[src/rtl/ceespu_mem_arbiter.sv]
// ceespu_mem_arbiter
//
// Shares the single port of the ceespu data RAM between the CPU execute stage
// and an external requester (bootloader / debug / DMA). The CPU normally wins;
// a saturating starvation counter forces one external slot after MAX_WAIT
// consecutive denied cycles, stalling the CPU for that one cycle. Read data
// from the synchronous-read RAM is steered back to whichever side issued the
// read one cycle earlier.
//
// Handshake: I_ext_req is held high until O_ext_gnt is seen in the same cycle;
// the access is performed in that cycle. For an external read, O_ext_rvalid
// and O_ext_rdata are valid exactly one cycle after the grant. A CPU access
// is performed in any cycle where I_cpu_memE is high and O_cpu_stall is low;
// CPU load data appears on O_cpu_rdata in the following cycle.
//
// Ports:
//   I_clk, I_rst                 clock, synchronous active-high reset
//   I_cpu_memE/_write/_byteWe    CPU access request, write flag, lane enables
//   I_cpu_addr, I_cpu_wdata      CPU byte address, store data
//   O_cpu_rdata, O_cpu_stall     CPU load data, stall
//   I_ext_req/_we/_addr/_wdata   external request, lane enables (0 = read),
//                                word address, write data
//   O_ext_gnt, O_ext_rvalid      external grant, read data valid
//   O_ext_rdata                  external read data
//   O_ram_en/_we/_addr/_wdata    RAM port controls
//   I_ram_rdata                  RAM read data (1-cycle latency)

module ceespu_mem_arbiter #(
  parameter int ADDR_W   = 12,
  parameter int MAX_WAIT = 3
) (
  input  logic              I_clk,
  input  logic              I_rst,
  input  logic              I_cpu_memE,
  input  logic              I_cpu_write,
  input  logic [3:0]        I_cpu_byteWe,
  input  logic [31:0]       I_cpu_addr,
  input  logic [31:0]       I_cpu_wdata,
  output logic [31:0]       O_cpu_rdata,
  output logic              O_cpu_stall,
  input  logic              I_ext_req,
  input  logic [3:0]        I_ext_we,
  input  logic [ADDR_W-1:0] I_ext_addr,
  input  logic [31:0]       I_ext_wdata,
  output logic              O_ext_gnt,
  output logic              O_ext_rvalid,
  output logic [31:0]       O_ext_rdata,
  output logic              O_ram_en,
  output logic [3:0]        O_ram_we,
  output logic [ADDR_W-1:0] O_ram_addr,
  output logic [31:0]       O_ram_wdata,
  input  logic [31:0]       I_ram_rdata
);

  localparam logic [3:0] MAX_WAIT_C = 4'(MAX_WAIT);

  // Who issued the read whose data is on I_ram_rdata this cycle.
  typedef enum logic [1:0] {
    RD_NONE = 2'd0,
    RD_CPU  = 2'd1,
    RD_EXT  = 2'd2
  } rd_owner_e;

  rd_owner_e  rd_owner_q, rd_owner_d;
  logic [3:0] starve_q, starve_d;

  logic ext_win;
  logic cpu_rd;

  // Byte-offset and out-of-range address bits are intentionally ignored.
  logic unused_cpu_addr;
  assign unused_cpu_addr = ^{I_cpu_addr[31:ADDR_W+2], I_cpu_addr[1:0]};

  always_comb begin
    ext_win = I_ext_req && (!I_cpu_memE || (starve_q == MAX_WAIT_C));
    cpu_rd  = I_cpu_memE && !I_cpu_write && !ext_win;
  end

  // RAM port mux and handshake outputs.
  always_comb begin
    O_ext_gnt   = ext_win;
    O_cpu_stall = I_cpu_memE && ext_win;
    if (ext_win) begin
      O_ram_en    = 1'b1;
      O_ram_we    = I_ext_we;
      O_ram_addr  = I_ext_addr;
      O_ram_wdata = I_ext_wdata;
    end else begin
      O_ram_en    = I_cpu_memE;
      // byteWe is don't-care on CPU reads; gate it so the RAM never sees X.
      O_ram_we    = (I_cpu_memE && I_cpu_write) ? I_cpu_byteWe : 4'b0000;
      O_ram_addr  = I_cpu_addr[ADDR_W+1:2];
      O_ram_wdata = I_cpu_wdata;
    end
  end

  // Starvation counter and read-owner next state.
  always_comb begin
    starve_d   = 4'd0;
    rd_owner_d = RD_NONE;
    if (!I_rst) begin
      if (I_ext_req && !ext_win) begin
        starve_d = (starve_q < MAX_WAIT_C) ? (starve_q + 4'd1) : starve_q;
      end
      if (ext_win && (I_ext_we == 4'b0000)) begin
        rd_owner_d = RD_EXT;
      end else if (cpu_rd) begin
        rd_owner_d = RD_CPU;
      end
    end
  end

  always_ff @(posedge I_clk) begin
    if (I_rst) begin
      starve_q   <= 4'd0;
      rd_owner_q <= RD_NONE;
    end else begin
      starve_q   <= starve_d;
      rd_owner_q <= rd_owner_d;
    end
  end

  // Both sides see the RAM data; only the owner treats it as valid.
  always_comb begin
    O_ext_rvalid = (rd_owner_q == RD_EXT);
    O_ext_rdata  = I_ram_rdata;
    O_cpu_rdata  = I_ram_rdata;
  end

endmodule

[config.mk]
export PLATFORM = sky130hd
export DESIGN_NAME = ceespu_mem_arbiter
export DESIGN_NICKNAME = d
export VERILOG_FILES = /design/src/rtl/ceespu_mem_arbiter.sv
export SDC_FILE = /design/constraint.sdc
export NUM_CORES = 1
export LEC_CHECK = 0
export CORE_AREA = 2 2 104 106
export CTS_BUF_LIST = sky130_fd_sc_hd__clkbuf_8
export CTS_CLUSTER_SIZE = 40
export DETAILED_ROUTE_END_ITERATION = 16
export DIE_AREA = 0 0 106 108
export SLEW_MARGIN = 25
export SYNTH_ARGS = -nofsm -noshare
export SYNTH_HDL_FRONTEND = slang
export SYNTH_SLANG_ARGS = --single-unit
export TNS_END_PERCENT = 30
[constraint.sdc]
create_clock -name I_clk -period 1.9 [get_ports I_clk]
set_input_delay 0.19 -clock I_clk [delete_from_list [all_inputs] [get_ports I_clk]]
set_output_delay 0.19 -clock I_clk [all_outputs]
set_load 0.01 [all_outputs]
* After elaboration in Yosys (flattened, before gate mapping)
Index checks and enable logic that the tools add are counted.
W data, S select, Z words.
** Operators by class
- Bitwise operators :: 1
- $add $sub $neg :: 1
- Order comparisons :: 1
- Equality and inequality tests :: 2
- Mux-type cells :: 7
- Reduce and logical (&&, ||, !) cells :: 14
** Operator list (number)
- $mux W32 :: 1
- $mux W12 :: 1
- $mux W4 :: 2
- $logic_and A1 B1 Y1 :: 7
- $add A4 B1 Y4 const B :: 1
- $eq A4 B2 Y1 const B :: 1
- $logic_not A4 Y1 :: 1
- $lt A4 B2 Y1 const B :: 1
- $reduce_or A2 Y1 :: 2
- $logic_not A1 Y1 :: 3
- $eq A2 B2 Y1 const B :: 1
- $mux W1 :: 2
- $mux W2 :: 1
- $logic_or A1 B1 Y1 :: 1
- $not A1 Y1 :: 1
** Word-level totals
- Output and inout port bits :: 116
- Input port bits :: 153
- Flip-flop bits (word level) :: 6
- Word-level logic and storage cells :: 29

* Depth between registers and ports, before layout
Gate-level depths: netlist of run 1.
- Word-level depth :: 7
- Gate-level depth with buffers :: 7
- Gate-level depth less buffers :: 5

* Worst setup path before layout of run 1
No wires, ideal clock.
- Path type :: reg-to-output
- Start point :: register starve_q[0]
- End point :: output O_ram_we[0]
- Buffers on the path :: 2
- Stages on the path, launching flop included :: 8
- Data arrival time :: 1483 ps
- Data required time :: 1710 ps
- Slack :: 227 ps
- Path through :: dfxtp_1 > ha_1 > nor3b_4 > o21ai_2 > buf_6 > buf_8 > inv_2 > o21ai_0
** On the way
- Cells in the longest elaborated chain, start to end :: 4
** Ends and longest elaborated chain
- start: declaration :: RTL line 65 : logic [3:0] starve_q, starve_d;
- start signal: assignment :: RTL line 118 : starve_q <= starve_d;
- $eq A4 B2 Y1 :: RTL line 75 : ext_win = I_ext_req && (!I_cpu_memE || (starve_q == MAX_WAIT_C));
- $logic_or A1 B1 Y1 :: RTL line 75
- $logic_and A1 B1 Y1 :: RTL line 75
- named net O_ext_gnt :: RTL line 45 : output logic O_ext_gnt,
- $mux W4 :: RTL line 83 : if (ext_win) begin
- end: declaration :: RTL line 49 : output logic [3:0] O_ram_we,
The timed path passes the listed nets, and every way through them passes these cells.

* Final worst setup path of run 1
- Start point :: register starve_q[1]
- End point :: output O_ram_wdata[21]
** On the way
- Cells in the longest elaborated chain, start to end :: 4
** Ends and longest elaborated chain
- $eq A4 B2 Y1 :: RTL line 75
- $logic_or A1 B1 Y1 :: RTL line 75
- $logic_and A1 B1 Y1 :: RTL line 75
- $mux W32 :: RTL line 83
- end: declaration :: RTL line 51 : output logic [31:0] O_ram_wdata,
Every way passes these cells.

==> results.md, run 1 <==
* Outcome: finished with violations
* Failing checks: setup timing
* ANT cells at 0
* Max_cap viols at 0
* Input/output buffers at about 150
* First-pass GRT wire length at 7510 um
* Crit-path max FO at 8
* Setup CP Type: reg -> out
* Final WS setup at -0.286 ns
* CTS sink count at 6
* Hold Crit Class: in -> out
* Highest metal used: met4
* Synth Instances at approximately 150
* Post-DP HPWL at between 3000 and 4000 um
* Starting Density at roughly 14%
* # IOs at approximately 270
* Pwr Total at ~950 uW
* CTS max path bufs at 2
* Worst reg-to-reg path cell count at 7
* Cell variety after synth at 26
* Syn Area/Cell at between 9 and 10 um2
* P_leak at 1.32 nW
* Layout cells sized above 1 at ~44%
* Clk_lat worst skew at 0.22 ns
* Drt initial violations at 26
* DRT Pass-1 Iters at 4
* Wirelength, routed at 5280 um
* Area contributors post-synth: buf_4 (32%), mux2_4 (27%), mux2_2 (13%)
* Vias in the first global route at 1587
* Worst vdd ir at between 100 and 150 uV
* H-tree depth at 1
* Final nets at around 420
* Hold Violations, Final at 0
* Slew Limit Fails at 0
* Overall Global Routing Usage at under 10%
* Synth Register Bits at 6
* Worst-path clk slew at approximately 0.04 ns
* Syn_nets at ~310
* Row cnt at 37
* Routability Congestion at 0.709
* Routed Antenna Nets at 0
* Period utilisation layout at 115%
* Filler cell count at roughly 1100
* Final std cells w/o fill at between 300 and 400
* Tmin final at approximately 2.2 ns
* Maximum clock frequency at around 460 MHz
* Top cell type's share of synthesized area at 32.4%
* Slew @ Worst Pin at between 0.2 and 0.25 ns
* Register area share after synthesis at a little over 8%
* Pre-CTS setup slack at -0.403 ns
* Area of the core at between 10000 and 15000 um2
* WL met3 at 424 um
* Post-CTS Hold Buffers at 0
* Worst Setup Start Kind: flop
* Largest net degree at the start of global routing at 10
* Worst Skew at between 0.0009 and 0.001 ns
* Routed wl met2 at approximately 3000 um
* Wire per inst at ~13 um
* CP arrival at roughly 2 ns
* Chip height at 108 um
* Placed instance count at around 380
* CTS Buf Count at 3
* Synthesis Warnings at 0
* Dominant cell type by area after synthesis: buf_4
* Area grow syn2layout at 102%
* Setup repair after global routing missed its margin: true
* Total grt overflow at 0
* Synthesized area at around 1500 um2
* DRC violations left at 0
* Die area at 11400 um2
* Max-slew headroom at the worst pin at a little over four fifths
* Root Driver: clkbuf_8
* TritonCTS clock tree: done
* Worst Hold Depth at 0
* Element type at the critical path end: output port
* Via count at 1447
* Routed met1 length at around 1800 um
* Finish-stage setup viols at between 40 and 50
* Initial antenna violation count at 0
* Crit path required time at roughly 1.7 ns
* Vias per std cell at around 3.6
* Pwr per Cell Area at approximately 320 nW/um2
* Die W at between 100 and 150 um
[report_power, final]
part | internal (mW) | switching (mW)
Sequential | 0.129 | 0.00140
Combinational | 0.444 | 0.188
Clock | 0.136 | 0.0503
[final timing paths]
| kind | from | to | slack, ns |
|---|---|---|---|
| worst max-delay path | starve_q[1] | O_ram_wdata[21] | -0.29 |
| worst min-delay path | I_ram_rdata[26] | O_cpu_rdata[26] | 0.38 |
| worst max register to register | starve_q[1] | rd_owner_q[0] | 0.39 |
| worst min register to register | starve_q[1] | starve_q[1] | 0.53 |
[kinds of logic after synthesis]
| kind of cell | Yosys count | share of synthesized area (%) |
|---|---|---|
| adders and majority gates | 1 | 0.844 |
| buffers and inverters | 72 | 36.9 |
| muxes | 45 | 40.9 |
| xor gates and xnor gates | 1 | 0.591 |
| and+or+nand+nor | 20 | 8.69 |
| AOI/OAI and AO/OA | 9 | 3.97 |
| DFF | 6 | 8.10 |
[cell type report]
class | instances | area (um2) | share of cell area, %
inverters | 2 | 10.0 | 0.334
clock buffers | 3 | 41.3 | 1.38
multi-input cells | 76 | 842 | 28.1
repair buffers | 175 | 1810 | 60.4
well taps | 136 | 170 | 5.68
flip-flops and latches | 6 | 123 | 4.10
[critical path, stage by stage (launching register included)]
cell,delay (ns)
dfxtp_2,0.35
ha_4,0.15
nor3b_4,0.25
o21ai_4,0.10
buf_6,0.13
buf_6,0.11
buf_12,0.12
buf_16,0.14
mux2_4,0.30
buf_6,0.12
[per-stage QoR]
stage               area, um2  hold slack [ns]  util [%]  TNS [ns]
floorplan                1480            0.262         -         0
global placement         2740            0.380      26.8    -15.86
CTS                      2990            0.380      29.2    -12.14
global route             2990            0.380      29.3    -14.01
finish                   2990            0.380      29.3    -10.66
detailed placement       2740            0.380      26.8    -16.11
[synth_stat cells]
master    number
buf_8          1
buf_2          1
nor3b_4        1
o211ai_1       4
ha_1           1
nor3_1         2
mux2_4        27
or2_2          1
nor2b_1        2
nor4_2         1
nor2_1         4
dfxtp_1        6
buf_4         64
nand3_1        5
o21ai_2        1
inv_1          1
buf_6          3
or3b_2         1
mux2_2        17
inv_2          1
and3_1         2
or4_1          1
xnor2_1        1
clkbuf_2       1
o21ai_0        4
mux2i_1        1
[repair_timing]
| action | CTS | global route |
|---|---|---|
| endpoints found under the setup margin | 50 | 50 |
| pin swaps | 2 | 1 |
| resized for setup | 176 | 10 |
| setup buffers | 8 | 1 |
| gates cloned | 4 | 0 |
[placed cells by master (no fill, tap or decap), types with 2 or more instances in the layout]
cell,netlist,routed
buf_2,1,3
nand3_1,5,5
buf_6,3,27
dfxtp_1,6,4
o21ai_1,0,2
buf_16,0,3
buf_12,0,2
dlygate4sd2_1,0,17
nor2b_1,2,2
clkdlybuf4s50_1,0,102
clkdlybuf4s15_2,0,3
mux2_2,17,17
and3_1,2,2
o211ai_1,4,4
mux2_4,27,27
clkbuf_2,1,2
clkbuf_8,0,3
dfxtp_2,0,2
nor2_1,4,3
nor3_1,2,2
buf_4,64,14
[registers in the layout (all words and copies together), names as in the netlist]
signal / cells
starve_q: 4
rd_owner_q: 2
[layer usage]
layer | GRT usage [%] | vias up
met2 | 17.4 | 96
met3 | 1.39 | 14
met4 | 2.63 | 0
met1 | 7.95 | 653
li1 | - | 684
met5 | 0 | -
Power figures use the tool's default switching activity.
==> run 2: changes to the inputs <==
Settings changed: CORE_AREA 2 2 104 106 to 3 3 102 104, DIE_AREA 0 0 106 108 to 0 0 105 107, RECOVER_POWER from default to 50.
==> run 2 against run 1 <==
Against the previous run:
- the flow still finishes with violations (setup timing)
- critical path depth shrank 2
- clock skew grew 0.0018 ns
- clock power grew 3%
- register-to-register slack is essentially flat
- combinational power grew 9.6%
- sequential cell count is the same
- worst setup slack gained 0.21 ns
- global-route usage grew 0.61 points
- critical endpoint is now O_ram_wdata[10]
- largest cell class unchanged
- largest power group unchanged
==> results.md, run 2 (same netlist as run 1, synthesis figures left out) <==
* Die W at 105 um (-0.94%)
* Root Driver: clkbuf_8
* Layout cells sized above 1 at 49.8% (+6.3 points)
* Input/output buffers at 152 (unchanged)
* Pint at 754 uW (+6.4%)
* Vias in the first global route at 1537 (-3.2%)
* Maximum clock frequency at 507 MHz (+11%)
* Vias per std cell at 3.73 (+2.6%)
* DRC violations left at 0 (unchanged)
* Clock power share at 18.8% (-0.8 points)
* Total grt overflow at 0 (unchanged)
* Pwr Total at 1.02 mW (+7.0%)
* Die area at 11200 um2 (-1.9%)
* Tmin final at 1.97 ns (-0.215 ns)
* Largest net degree at the start of global routing at 10 (unchanged)
* Area of the core at 9640 um2 (-5.8%)
* Multi-input gate area at 915 um2 (+8.6%)
* Slew Limit Fails at 0 (unchanged)
* Max_cap viols at 0 (unchanged)
* Slowest stage cell on the critical path: dfxtp_2
* Most frequent cell on the critical path: buf_12
* CTS Buf Count at 3 (unchanged)
* Critical path's top delay family: buffers and inverters
* Hold path startpoint: I_ram_rdata[18]
* Biggest regs: starve_q x4, rd_owner_q x2
* Most frequent cells in the layout: clkdlybuf4s50_1 (102), buf_6 (46), mux2_4 (44)
* Comb pwr share at 68.4% (+1.7 points)
* R2R Path Start: starve_q[0]
* Chip height at 107 um (-0.93%)
* Wire per inst at 13.9 um (+4.7%)
* First-pass GRT wire length at 8050 um (+7.1%)
* Max reg flops at 4 (unchanged)
* Overall Global Routing Usage at 8.83% (+0.61 points)
* Starting Density at 15.4% (+0.89 points)
* Biggest register: starve_q
* Switching part of the total at 25.7% (+0.45 points)
* Worst Setup Start Kind: flop
* ANT cells at 0 (unchanged)
* Finish-stage setup viols at 44 (-6.4%)
* Hold Crit Class: in -> out
* Drt initial violations at 33 (+27%)
* TNS Setup at -2.52 ns (+8.14 ns)
* Setup CP Type: reg -> out
* Row cnt at 36 (-2.7%)
* Setup repair after global routing missed its margin: true
* Hold Violations, Final at 0 (unchanged)
* P_sw at 261 uW (+8.9%)
* Area grow syn2layout at 109%
* Routed Antenna Nets at 0 (unchanged)
* Hold slack final at 0.380 ns (unchanged)
* Initial antenna violation count at 0 (unchanged)
* H-tree depth at 1 (unchanged)
* CTS sink count at 6 (unchanged)
* Via count at 1462 (+1.0%)
* Seq pwr share at 12.8% (-0.9 points)
* CP Cell Sequence: ha_4, nor3b_4, o21ai_4, buf_12, buf_12, mux2_4, buf_6
* Crit path required time at 1.71 ns (about the same)
* # IOs at 269 (unchanged)
* Period utilisation layout at 104% (-11 points)
* CTS max path bufs at 2 (unchanged)
* CP arrival at 1.78 ns (-0.22 ns)
* Commonest non-fill, non-tap cell in the layout: clkdlybuf4s50_1
* P_leak at 1.41 nW (+7.2%)
* Clk_lat worst skew at 0.22 ns (about the same)
* Worst Setup SP: starve_q[0]
* Worst path bufs/invs at 3 (-2)
* TritonCTS clock tree: done
* Wirelength, routed at 5450 um (+3.1%)
* CP peak stage delay at 0.33 ns (-0.02 ns)
* Failing checks: setup timing
* DRT Pass-1 Iters at 2 (-2)
* Crit-path max FO at 6 (-2)
* Filler cell count at 1022 (-4.9%)
* Element type at the critical path end: output port
* FF+latch area at 123 um2 (unchanged)
* Final nets at 415 (-0.72%)
* Final WS setup at -0.0713 ns (+0.215 ns)
* Slew @ Worst Pin at 0.222 ns (-0.00462 ns)
* Post-DP HPWL at 3920 um (-1.3%)
* Worst Skew at 0.00277 ns (+0.00179 ns)
* Outcome: finished with violations
* Routability Congestion at 0.733 (+3.4%)
* Worst vdd ir at 220 uV (+56%)
* Pwr per Cell Area at 327 nW/um2 (+3.2%)
* Max-slew headroom at the worst pin at 85.1% (+0.24 points)
* Worst-path clk slew at 0.04 ns (about the same)
==> run 2: power by group through the flow <==
stage	Sequential, mW	Clock, mW	Combinational, mW
2_1_floorplan	0.131	0	0.345
3_3_place_gp	0.131	0	0.588
3_5_place_dp	0.131	0	0.591
4_1_cts	0.130	0.195	0.709
5_1_grt	0.130	0.204	0.732
6_report	0.130	0.191	0.694
==> run 2: cell type report <==
cell class / instances / share of cell area [%]
Tap cell: 133 / 5.36
Timing Repair Buffer: 172 / 59.6
Multi-Input combinational cell: 76 / 29.5
Inverter: 2 / 0.322
Sequential cell: 6 / 3.95
Clock buffer: 3 / 1.33
==> run 2: per-stage QoR <==
step / instance area [um2] / util [%] / instances / worst slack (ns)
floorplan: 1480 / - / 154 / 0.227
global placement: 2730 / 28.3 / 379 / -0.363
detailed placement: 2730 / 28.3 / 379 / -0.366
CTS: 3140 / 32.6 / 394 / -0.211
global route: 3100 / 32.2 / 392 / -0.147
finish: 3100 / 32.2 / 392 / -0.0713
==> run 2: final timing paths <==
kind,to,slack [ns],cells past startpoint
setup / recovery,O_ram_wdata[10],-0.07,7
hold / removal,O_cpu_rdata[18],0.38,0
hold reg to reg,starve_q[1],0.52,2
setup reg to reg,rd_owner_q[0],0.38,8
==> run 2: metal layers <==
layer  global-route usage, %  vias up  routed length (um)  share of wire (%)
met5                       0        -                   0                  0
met4                    3.56        0                 162                3.0
met3                    2.17       23                 571                 10
met2                    16.7      101                2880                 53
met1                    9.30      655                1830                 34
li1                        -      683                   -                  -
==> run 2: what timing repair did <==
action	in CTS	in global routing
setup buffers	6	0
pin swaps	2	6
endpoints found under the hold margin	0	0
resized for setup	281	9
cloned	6	0
hold buffers	0	0
setup endpoints to repair	50	50
